==> src/rtl/and2_pkg.sv <==
// Shared constants for the and2 block: op encoding, default width, counter width.
// The optional OR operation is enabled by defining AND2_OR_OP_EN.
package and2_pkg;

  localparam logic OP_AND        = 1'b0;
  localparam logic OP_OR         = 1'b1;
  localparam int   DEFAULT_WIDTH = 1;
  localparam int   COUNT_W       = 16;

  // Increment that sticks at all-ones instead of wrapping.
  function automatic logic [COUNT_W-1:0] sat_inc(input logic [COUNT_W-1:0] v);
    return (v == {COUNT_W{1'b1}}) ? v : v + COUNT_W'(1);
  endfunction

endpackage

==> src/rtl/and2_core.sv <==
// Combinational bitwise operation for and2. AND always; OR selectable by op
// only when AND2_OR_OP_EN is defined, otherwise op is ignored.
module and2_core
  import and2_pkg::*;
#(
  parameter int WIDTH = DEFAULT_WIDTH
) (
  input  logic [WIDTH-1:0] i1,
  input  logic [WIDTH-1:0] i2,
  input  logic             op,
  output logic [WIDTH-1:0] result
);

`ifdef AND2_OR_OP_EN
  always_comb begin
    result = i1 & i2;
    if (op == OP_OR) result = i1 | i2;
  end
`else
  logic w_op_unused;
  assign w_op_unused = op;
  assign result      = i1 & i2;
`endif

endmodule

==> src/rtl/and2.sv <==
// Single-entry registered and2 stage with valid/ready handshake and a saturating
// delivered-result counter. AND2_OR_OP_EN enables op-selected OR in and2_core.
//
// Handshake: a transfer happens on an edge where valid && ready on that side.
// in_ready = !out_valid || out_ready, so a held result that is being consumed
// frees the slot in the same cycle (one result per cycle when streaming).
module and2
  import and2_pkg::*;
#(
  parameter int WIDTH = DEFAULT_WIDTH
) (
  input  logic               clk,
  input  logic               rst_n,
  input  logic [WIDTH-1:0]   i1,
  input  logic [WIDTH-1:0]   i2,
  input  logic               op,
  input  logic               in_valid,
  output logic               in_ready,
  output logic [WIDTH-1:0]   o,
  output logic               out_valid,
  input  logic               out_ready,
  output logic [COUNT_W-1:0] count
);

  logic [WIDTH-1:0]   r_o;
  logic               r_out_valid;
  logic [COUNT_W-1:0] r_count;
  logic [WIDTH-1:0]   w_result;
  logic               w_in_fire;
  logic               w_out_fire;

  and2_core #(.WIDTH(WIDTH)) u_core (
    .i1     (i1),
    .i2     (i2),
    .op     (op),
    .result (w_result)
  );

  // Forced high during reset so ready reads 1 even while a result is held.
  assign in_ready   = !rst_n || !r_out_valid || out_ready;
  assign w_in_fire  = in_valid && in_ready;
  assign w_out_fire = r_out_valid && out_ready;

  always_ff @(posedge clk) begin
    if (!rst_n) begin
      r_o         <= '0;
      r_out_valid <= 1'b0;
      r_count     <= '0;
    end else begin
      if (w_in_fire) begin
        r_o         <= w_result;
        r_out_valid <= 1'b1;
      end else if (w_out_fire) begin
        r_out_valid <= 1'b0;
      end
      if (w_out_fire) r_count <= sat_inc(r_count);
    end
  end

  assign o         = r_o;
  assign out_valid = r_out_valid;
  assign count     = r_count;

endmodule

==> config.mk <==
export PLATFORM = sky130hd
export DESIGN_NAME = and2
export DESIGN_NICKNAME = d
export VERILOG_FILES = /design/src/rtl/and2_pkg.sv /design/src/rtl/and2_core.sv /design/src/rtl/and2.sv
export SDC_FILE = /design/constraint.sdc
export NUM_CORES = 1
export LEC_CHECK = 0
export ABC_AREA = 1
export BUFFER_PORTS_ARGS = -buffer_cell sky130_fd_sc_hd__clkbuf_2
export CAP_MARGIN = 20
export CORE_UTILIZATION = 55
export CTS_BUF_LIST = sky130_fd_sc_hd__clkbuf_8
export DETAILED_ROUTE_END_ITERATION = 7
export GPL_TIMING_DRIVEN = 1
export PLACE_DENSITY = 0.8
export SLEW_MARGIN = 15
export SYNTH_ARGS = -nofsm -noshare
export SYNTH_HDL_FRONTEND = slang
export SYNTH_SLANG_ARGS = --single-unit
==> constraint.sdc <==
create_clock -name clk -period 2.3 [get_ports clk]
set_input_delay 0 -clock clk [delete_from_list [all_inputs] [get_ports clk]]
set_output_delay 0 -clock clk [all_outputs]
set_load 0.03 [all_outputs]
==> qor.csv, run 1 <==
metric;value;unit
die_h;46.41;um
finalHoldViolCount;0;
clock_sinks;18;
grt_max_degree;17;
cp_slowest_stage_delay;0.41;ns
drt_pass1_iterations;5;
placeableCoreArea;1783;um2
nNetsFinal;207;
wl;2387;um
setup_tns;0;ns
grt_pass1_vias;935;
synth_nets;179;
pin_count;26;
antenna_found_initial;0;
cp_max_fo;11;
place_hpwl;1764;um
power_density;525.9;nW/um2
area_growth;19.03;%
vias_per_cell;5.063;
final_common_cell;nand2_1;
pre_cts_ws;0.6802;ns
drt-initial-drc-count;22;
p_sw_frac;0.2638;
ys_warn_count;0;
rsz0062_at_grt;false;
path_cells;ha_1 > nand2_1 > nor2_2 > nand4_2 > nand2_1 > nand2_1 > nand2_1 > nor2_1;
fin_ws;0.6616;ns
max_cap_viol_count;0;
skew;0.007340;ns
p_comb_frac;0.117;
die_area;2154;um2
end_kind;register;
drv_slew;0;
fmax;610.3;MHz
max_slew_margin;0.7768;
clk_pin_slew;0.07;ns
status;completed;
htreeDepth;1;
async_flop_share;0;
clkLatencyLatePin;0.26;ns
power_leakage;0.6110;nW
crit_path_top_delay_cell;dfxtp_1;
synth-seq-cells;18;
initial_utilization;0.6084;
wire_per_inst;10.70;um
final_cell_mix;nand2_1, nor2_1, clkbuf_2;
internal_power;0.0005000;W
timing.final.crit_share;0.7124;
p_switching;0.0001791;W
die-width;46.41;um
clockPowerShare;0.394;
nFillCells;159;
timing.final.crit_period;1.638;ns
yosysUniqueCellTypes;28;
overflow;0;
syn_avg_cell_area;6.344;um2
cpMostUsedCell;nand2_1;
ys_seq_area_frac;0.3322;
critical_path_class;register to register;
drc;0;
synth_area;1085;um2
syn_inst;171;
cts_tree;done;
grt_pass1_wl;3912;um
gp_congestion;0.8590;
tightest_slew;0.3349;ns
synth_edf_count;0;
cp.arrival;1.80;ns
cts_root_buf;clkbuf_8;
holdCritPathClass;input port to register;
drive_above_1_share;0.2374;
rows;15;
ir_worst_vdd;0.4821;mV
antenna_cells;0;
postRouteAntennaNets;0;
worstPathRequired;2.47;ns
p_seq_frac;0.489;
num_vias;1129;
synth_ff_type;dfxtp_1;
setup_violations;0;
track_usage;0.2609;
portBuffers;24;
numCtsBuffers;3;
clk_path_buf_depth;2;
start_kind;register;
==> power by group through the flow <==
stage	registers (W)	logic, W	clock network [W]
finish	0.000332	0.0000792	0.000268
detailed placement	0.000338	0.0000757	0
floorplan	0.000355	0.0000375	0
CTS	0.000331	0.0000789	0.000269
global placement	0.000338	0.0000735	0
global route	0.000333	0.0000867	0.000284
==> cell type report <==
type                       instances  area [um2]  area share
timing repair buffer              26       140.1      0.1085
inverter                          21       80.08     0.06202
sequential                        18       360.3      0.2791
multi-input combinational        129       624.3      0.4835
tap                               25       31.28     0.02422
clock buffer                       4       55.05     0.04264
==> repair_timing <==
item                      4_1_cts  5_1_grt
hold endpoints to repair        2        0
hold buffers                    2        0
buffers inserted                0        0
resized for setup               0        0
==> stage by stage <==
stage	area [um2]	util	instances	hold slack, ns	power (W)
after floorplan	1085	-	171	0.1104	0.0003925
after global placement	1216	0.6821	217	0.2249	0.0004112
after detailed placement	1216	0.6821	217	0.2327	0.0004141
after CTS	1291	0.7242	223	0.07437	0.0006796
after global routing	1291	0.7242	223	0.1288	0.0007046
final	1291	0.7242	223	0.08263	0.0006791
==> state kept, by name, indices dropped and copies added, names as in the netlist <==
name,cells
count,16
o,1
out_valid,1
==> Yosys cell counts, types with 2 or more instances <==
cell | n | area, um2
nand2_2 | 5 | 31.28
nor2_1 | 35 | 131.4
nand2_4 | 2 | 22.52
nand3_1 | 12 | 60.06
dfxtp_1 | 18 | 360.4
nand2_1 | 48 | 180.2
xor2_1 | 2 | 17.52
inv_1 | 18 | 67.56
nor2_2 | 4 | 25.02
nor2_4 | 2 | 22.52
a21oi_1 | 8 | 40.04
==> critical path: cells and delay by family (launching register included) <==
family / cells / cell delay (ns)
simple gates: 7 / 0.93
flops: 1 / 0.41
fa+ha+maj: 1 / 0.22
==> final timing paths <==
check / start / to / slack [ns] / cells after the start
worst min register to register: count[8] / count[8] / 0.52 / 2
worst max register to register: count[0] / count[11] / 0.66 / 8
worst min-delay path: out_ready / out_valid / 0.08 / 4
worst max-delay path: count[0] / count[11] / 0.66 / 8
==> routing by layer <==
layer	up-vias	wire length, um	part of all wire	global-route usage
met4	0	52	0.022	0.1176
met1	507	1082	0.45	0.3254
met5	-	0	0	0
met2	30	1118	0.47	0.4111
met3	7	134	0.056	0.07451
li1	585	-	-	-
==> kinds of logic (layout without fill, tap and decap cells) <==
| kind of cell | count (synthesis) | count (layout) | share of synthesized area |
|---|---|---|---|
| AO/OA/AOI/OAI | 12 | 12 | 0.06459 |
| adder cells (fa/ha/maj) | 1 | 1 | 0.01153 |
| AND/OR/NAND/NOR | 113 | 113 | 0.4752 |
| buffers and inverters | 24 | 51 | 0.09225 |
| flip-flops | 18 | 18 | 0.3322 |
| XOR/XNOR | 3 | 3 | 0.02423 |
Power figures use the tool's default switching activity.
==> run 2, diff against run 1 <==
- ABC_AREA: 1 -> 0
- CORE_UTILIZATION: 55 -> 48
- PLACE_DENSITY: 0.8 -> 0.75
- clock period: 2.3 -> 1.45 ns (I/O delays scaled with it)
==> run 2 against run 1 <==
Compared with the run above:
- the flow now stops in global routing (5_1_grt)
- synthesized cell count fell by 35%
- synthesized area is 12% lower
==> qor.csv, run 2 <==
metric;value;unit
status;did not finish;
stop_stage;global routing (5_1_grt);
tool.error;[ERROR DPL-0033] detailed placement checks failed during check placement.;
cts_root_buf;clkbuf_8;
gp_congestion;0.8034;
ys_warn_count;0;
placed_cell_area;1434;um2
rows;15;
synth_ff_type;dfxtp_1;
ys_seq_area_frac;0.3780;
synth_top_family_by_area;simple AND/OR/NAND/NOR gates;
clk_path_buf_depth;2;
async_flop_share;0;
die_h;46.57;um
yosysTopAreaCell;dfxtp_1;
synth_edf_count;0;
yosysMostFrequentCell;dfxtp_1;
synthTopCellsByCount;dfxtp_1, nand2_1, a21oi_1;
htreeDepth;1;
synth_compound_area_frac;0.1719;
portBuffers;24;
initial_utilization;0.5292;
numCtsBuffers;3;
synth_top_area_frac;0.3780;
place_hpwl;2114;um
endpoint_type;register data pin;
synth-seq-cells;18;
yosysUniqueCellTypes;35;
worst_endpoint;count[1]$_SDFFE_PN0P_/D;
synth-simple-area-share;0.3543;
muxShareOfSynthArea;0.04199;
synth_xor_xnor_area_share;0;
syn_avg_cell_area;8.589;um2
antenna_found_initial;0;
synth_nets;119;
die-width;46.57;um
pre_cts_ws;-0.1909;ns
synthAdderAreaFrac;0.01312;
grt_max_degree;14;
clock_sinks;18;
synthTopCellsByArea;dfxtp_1, nand2_1, a21oi_1;
pin_count;26;
synth_area;953.4;um2
syn_inst;111;
[run 2: cell count changes after synthesis, sizes merged, moves of 4 or more]
cell and delta:
nand2 -40, nor2 -35, inv -15, nand3 -8
o21ai +5, mux2i +4, nand4 +4, o31ai +4
or3 +4
[run 2: timing repair]
| action | in CTS |
|---|---|
| pin swaps | 16 |
| buffers inserted | 6 |
| hold buffers | 1 |
| endpoints found under the setup margin | 12 |
| endpoints found under the hold margin | 1 |
| resized for setup | 23 |
[run 2: cells by family after synthesis]
| kind of cell | after synthesis |
|---|---|
| buffers and inverters | 8 |
| AND/OR/NAND/NOR | 54 |
| adder cells (fa/ha/maj) | 1 |
| multiplexers | 4 |
| AO/OA/AOI/OAI | 26 |
| flip-flops | 18 |
[run 2: stage by stage]
step           hold slack [ns]  cells
3_5_place_dp            0.2381    186
3_3_place_gp            0.2384    186
4_1_cts                0.01990    196
2_1_floorplan           0.1108    111
==> run 3, diff against run 2 <==
- CORE_AREA: default -> 2 2 63 65
- CORE_UTILIZATION: 48 -> default
- CTS_BUF_LIST: sky130_fd_sc_hd__clkbuf_8 -> default
- DIE_AREA: default -> 0 0 65 67
- PLACE_DENSITY: 0.75 -> default
- PLACE_DENSITY_LB_ADDON: default -> 0.15
- clock period: 1.45 -> 1.9 ns (I/O delays scaled with it)
==> run 3 against run 2 <==
Compared with the run above:
- the run now ends clean
- synthesized cell count unchanged
- synthesized area unchanged
==> qor.csv, run 3 <==
metric;value;unit
clk_pin_slew;0.07;ns
tightest_slew;0.4089;ns
rsz0062_at_grt;false;
drc;0;
worstPathRequired;2.03;ns
portBuffers;24;
synthTopCellsByArea;dfxtp_1, nand2_1, a21oi_1;
drv_slew;0;
clk_path_buf_depth;2;
skew;0.008037;ns
max_slew_margin;0.7271;
synth_area;953.4;um2
placeableCoreArea;3606;um2
place_hpwl;1820;um
clkLatencyLatePin;0.26;ns
die_h;67;um
synth_top_family_by_area;simple AND/OR/NAND/NOR gates;
clock_sinks;18;
ys_seq_area_frac;0.3780;
synth-seq-cells;18;
overflow;0;
muxShareOfSynthArea;0.04199;
power_density;595.8;nW/um2
drt_pass1_iterations;4;
nNetsFinal;154;
yosysMostFrequentCell;dfxtp_1;
seq_area;362.8;um2
r2r_slack;0.18;ns
pre_cts_ws;0.1129;ns
antenna_found_initial;0;
yosysTopAreaCell;dfxtp_1;
worstRegToRegCells;6;
syn_inst;111;
yosysUniqueCellTypes;35;
final_common_cell;clkbuf_2;
fmax;580.3;MHz
power_leakage;0.5210;nW
ir_worst_vdd;0.3781;mV
power;0.0007485;W
status;completed;
synth_compound_area_frac;0.1719;
synth-simple-area-share;0.3543;
setup_tns;0;ns
cp.arrival;1.86;ns
drive_above_1_share;0.3586;
antenna_cells;0;
htreeDepth;1;
max_cap_viol_count;0;
die_area;4355;um2
synthAdderAreaFrac;0.01312;
synth_xor_xnor_area_share;0;
num_vias;945;
drt-initial-drc-count;25;
finalHoldViolCount;0;
die-width;65;um
async_flop_share;0;
cp_max_fo;5;
setup_violations;0;
grt_pass1_wl;4160;um
r2r_start;count[0];
timing.final.crit_period;1.723;ns
postRouteAntennaNets;0;
final_cell_mix;clkbuf_2, dfxtp_1, nand2_1;
grt_max_degree;14;
ys_warn_count;0;
fin_ws;0.1766;ns
synth_nets;119;
cts_root_buf;clkbuf_8;
critical_path_class;register to register;
start_kind;register;
whs_path_depth;3;
vias_per_cell;4.896;
min_from;i2;
numCtsBuffers;3;
synthTopCellsByCount;dfxtp_1, nand2_1, a21oi_1;
synth_top_area_frac;0.3780;
wl;2398;um
initial_utilization;0.2644;
pin_count;26;
timing.final.crit_share;0.9070;
multiInputGateArea;565.5;um2
synth_edf_count;0;
largest_reg_flops;16;
holdCritPathClass;input port to register;
grt_pass1_vias;897;
cts_tree;done;
rows;22;
synth_ff_type;dfxtp_1;
timing.rr.end;count[8];
track_usage;0.1230;
area_growth;31.76;%
nFillCells;412;
min_to;o;
end_kind;register;
syn_avg_cell_area;8.589;um2
gp_congestion;0.7069;
wire_per_inst;12.42;um
-- run 3: critical path: stages (launching register included) --
cell	delay, ns
dfxtp_2	0.35
ha_1	0.22
nand3_2	0.15
or3_1	0.41
buf_4	0.16
a211oi_1	0.21
a211oi_1	0.10
-- run 3: routing by layer --
layer / GRT usage / up-vias / part of all wire
met2: 0.1920 / 21 / 0.46
li1: - / 478 / -
met3: 0.04223 / 5 / 0.048
met1: 0.1611 / 441 / 0.48
met4: 0.03191 / 0 / 0.012
met5: 0 / - / 0
-- run 3: how the worst max path moves through the flow --
stage,startpoint,end,slack [ns],depth (start not counted)
after floorplan,count[0],count[14],0.09,5
after global placement,count[0],count[14],0.14,5
after detailed placement,count[0],count[8],0.11,6
after CTS,count[0],count[8],0.11,6
after global routing,count[0],count[14],0.02,5
final,count[0],count[8],0.18,6
-- run 3: cell families after synthesis --
family          Yosys count
simple gates             54
compound gates           26
flops                    18
buf+inv                   8
mux                       4
fa+ha+maj                 1
-- run 3: cell type report --
type	instances	share of cell area
inverters	4	0.01195
flip-flops and latches	18	0.2888
repair buffers	34	0.1574
multi-input cells	85	0.4502
clock buffers	4	0.04382
well taps	48	0.04781
-- run 3: where the power goes --
group | leakage, nW | switching [W] | internal, W
combinational | 0.346 | 0.0000312 | 0.0000158
clock | 0.0288 | 0.000132 | 0.000184
sequential | 0.146 | 0.00000351 | 0.000382
total | 0.521 | 0.000167 | 0.000582
-- run 3: stage by stage --
step                cell area [um2]  std cells  hold WS [ns]    util
detailed placement             1180        188        0.2371  0.3272
global placement               1180        188        0.2361  0.3272
floorplan                     955.9        111        0.1115       -
finish                         1256        193      0.007117  0.3484
CTS                            1245        193     0.0005518  0.3452
global route                   1256        193      0.009321  0.3484
-- run 3: what timing repair did --
| action | CTS | global route |
|---|---|---|
| endpoints found under the setup margin | 0 | 6 |
| endpoints found under the hold margin | 1 | 0 |
| buffers inserted | 0 | 0 |
| gates resized for setup | 0 | 2 |
| hold buffers | 1 | 0 |
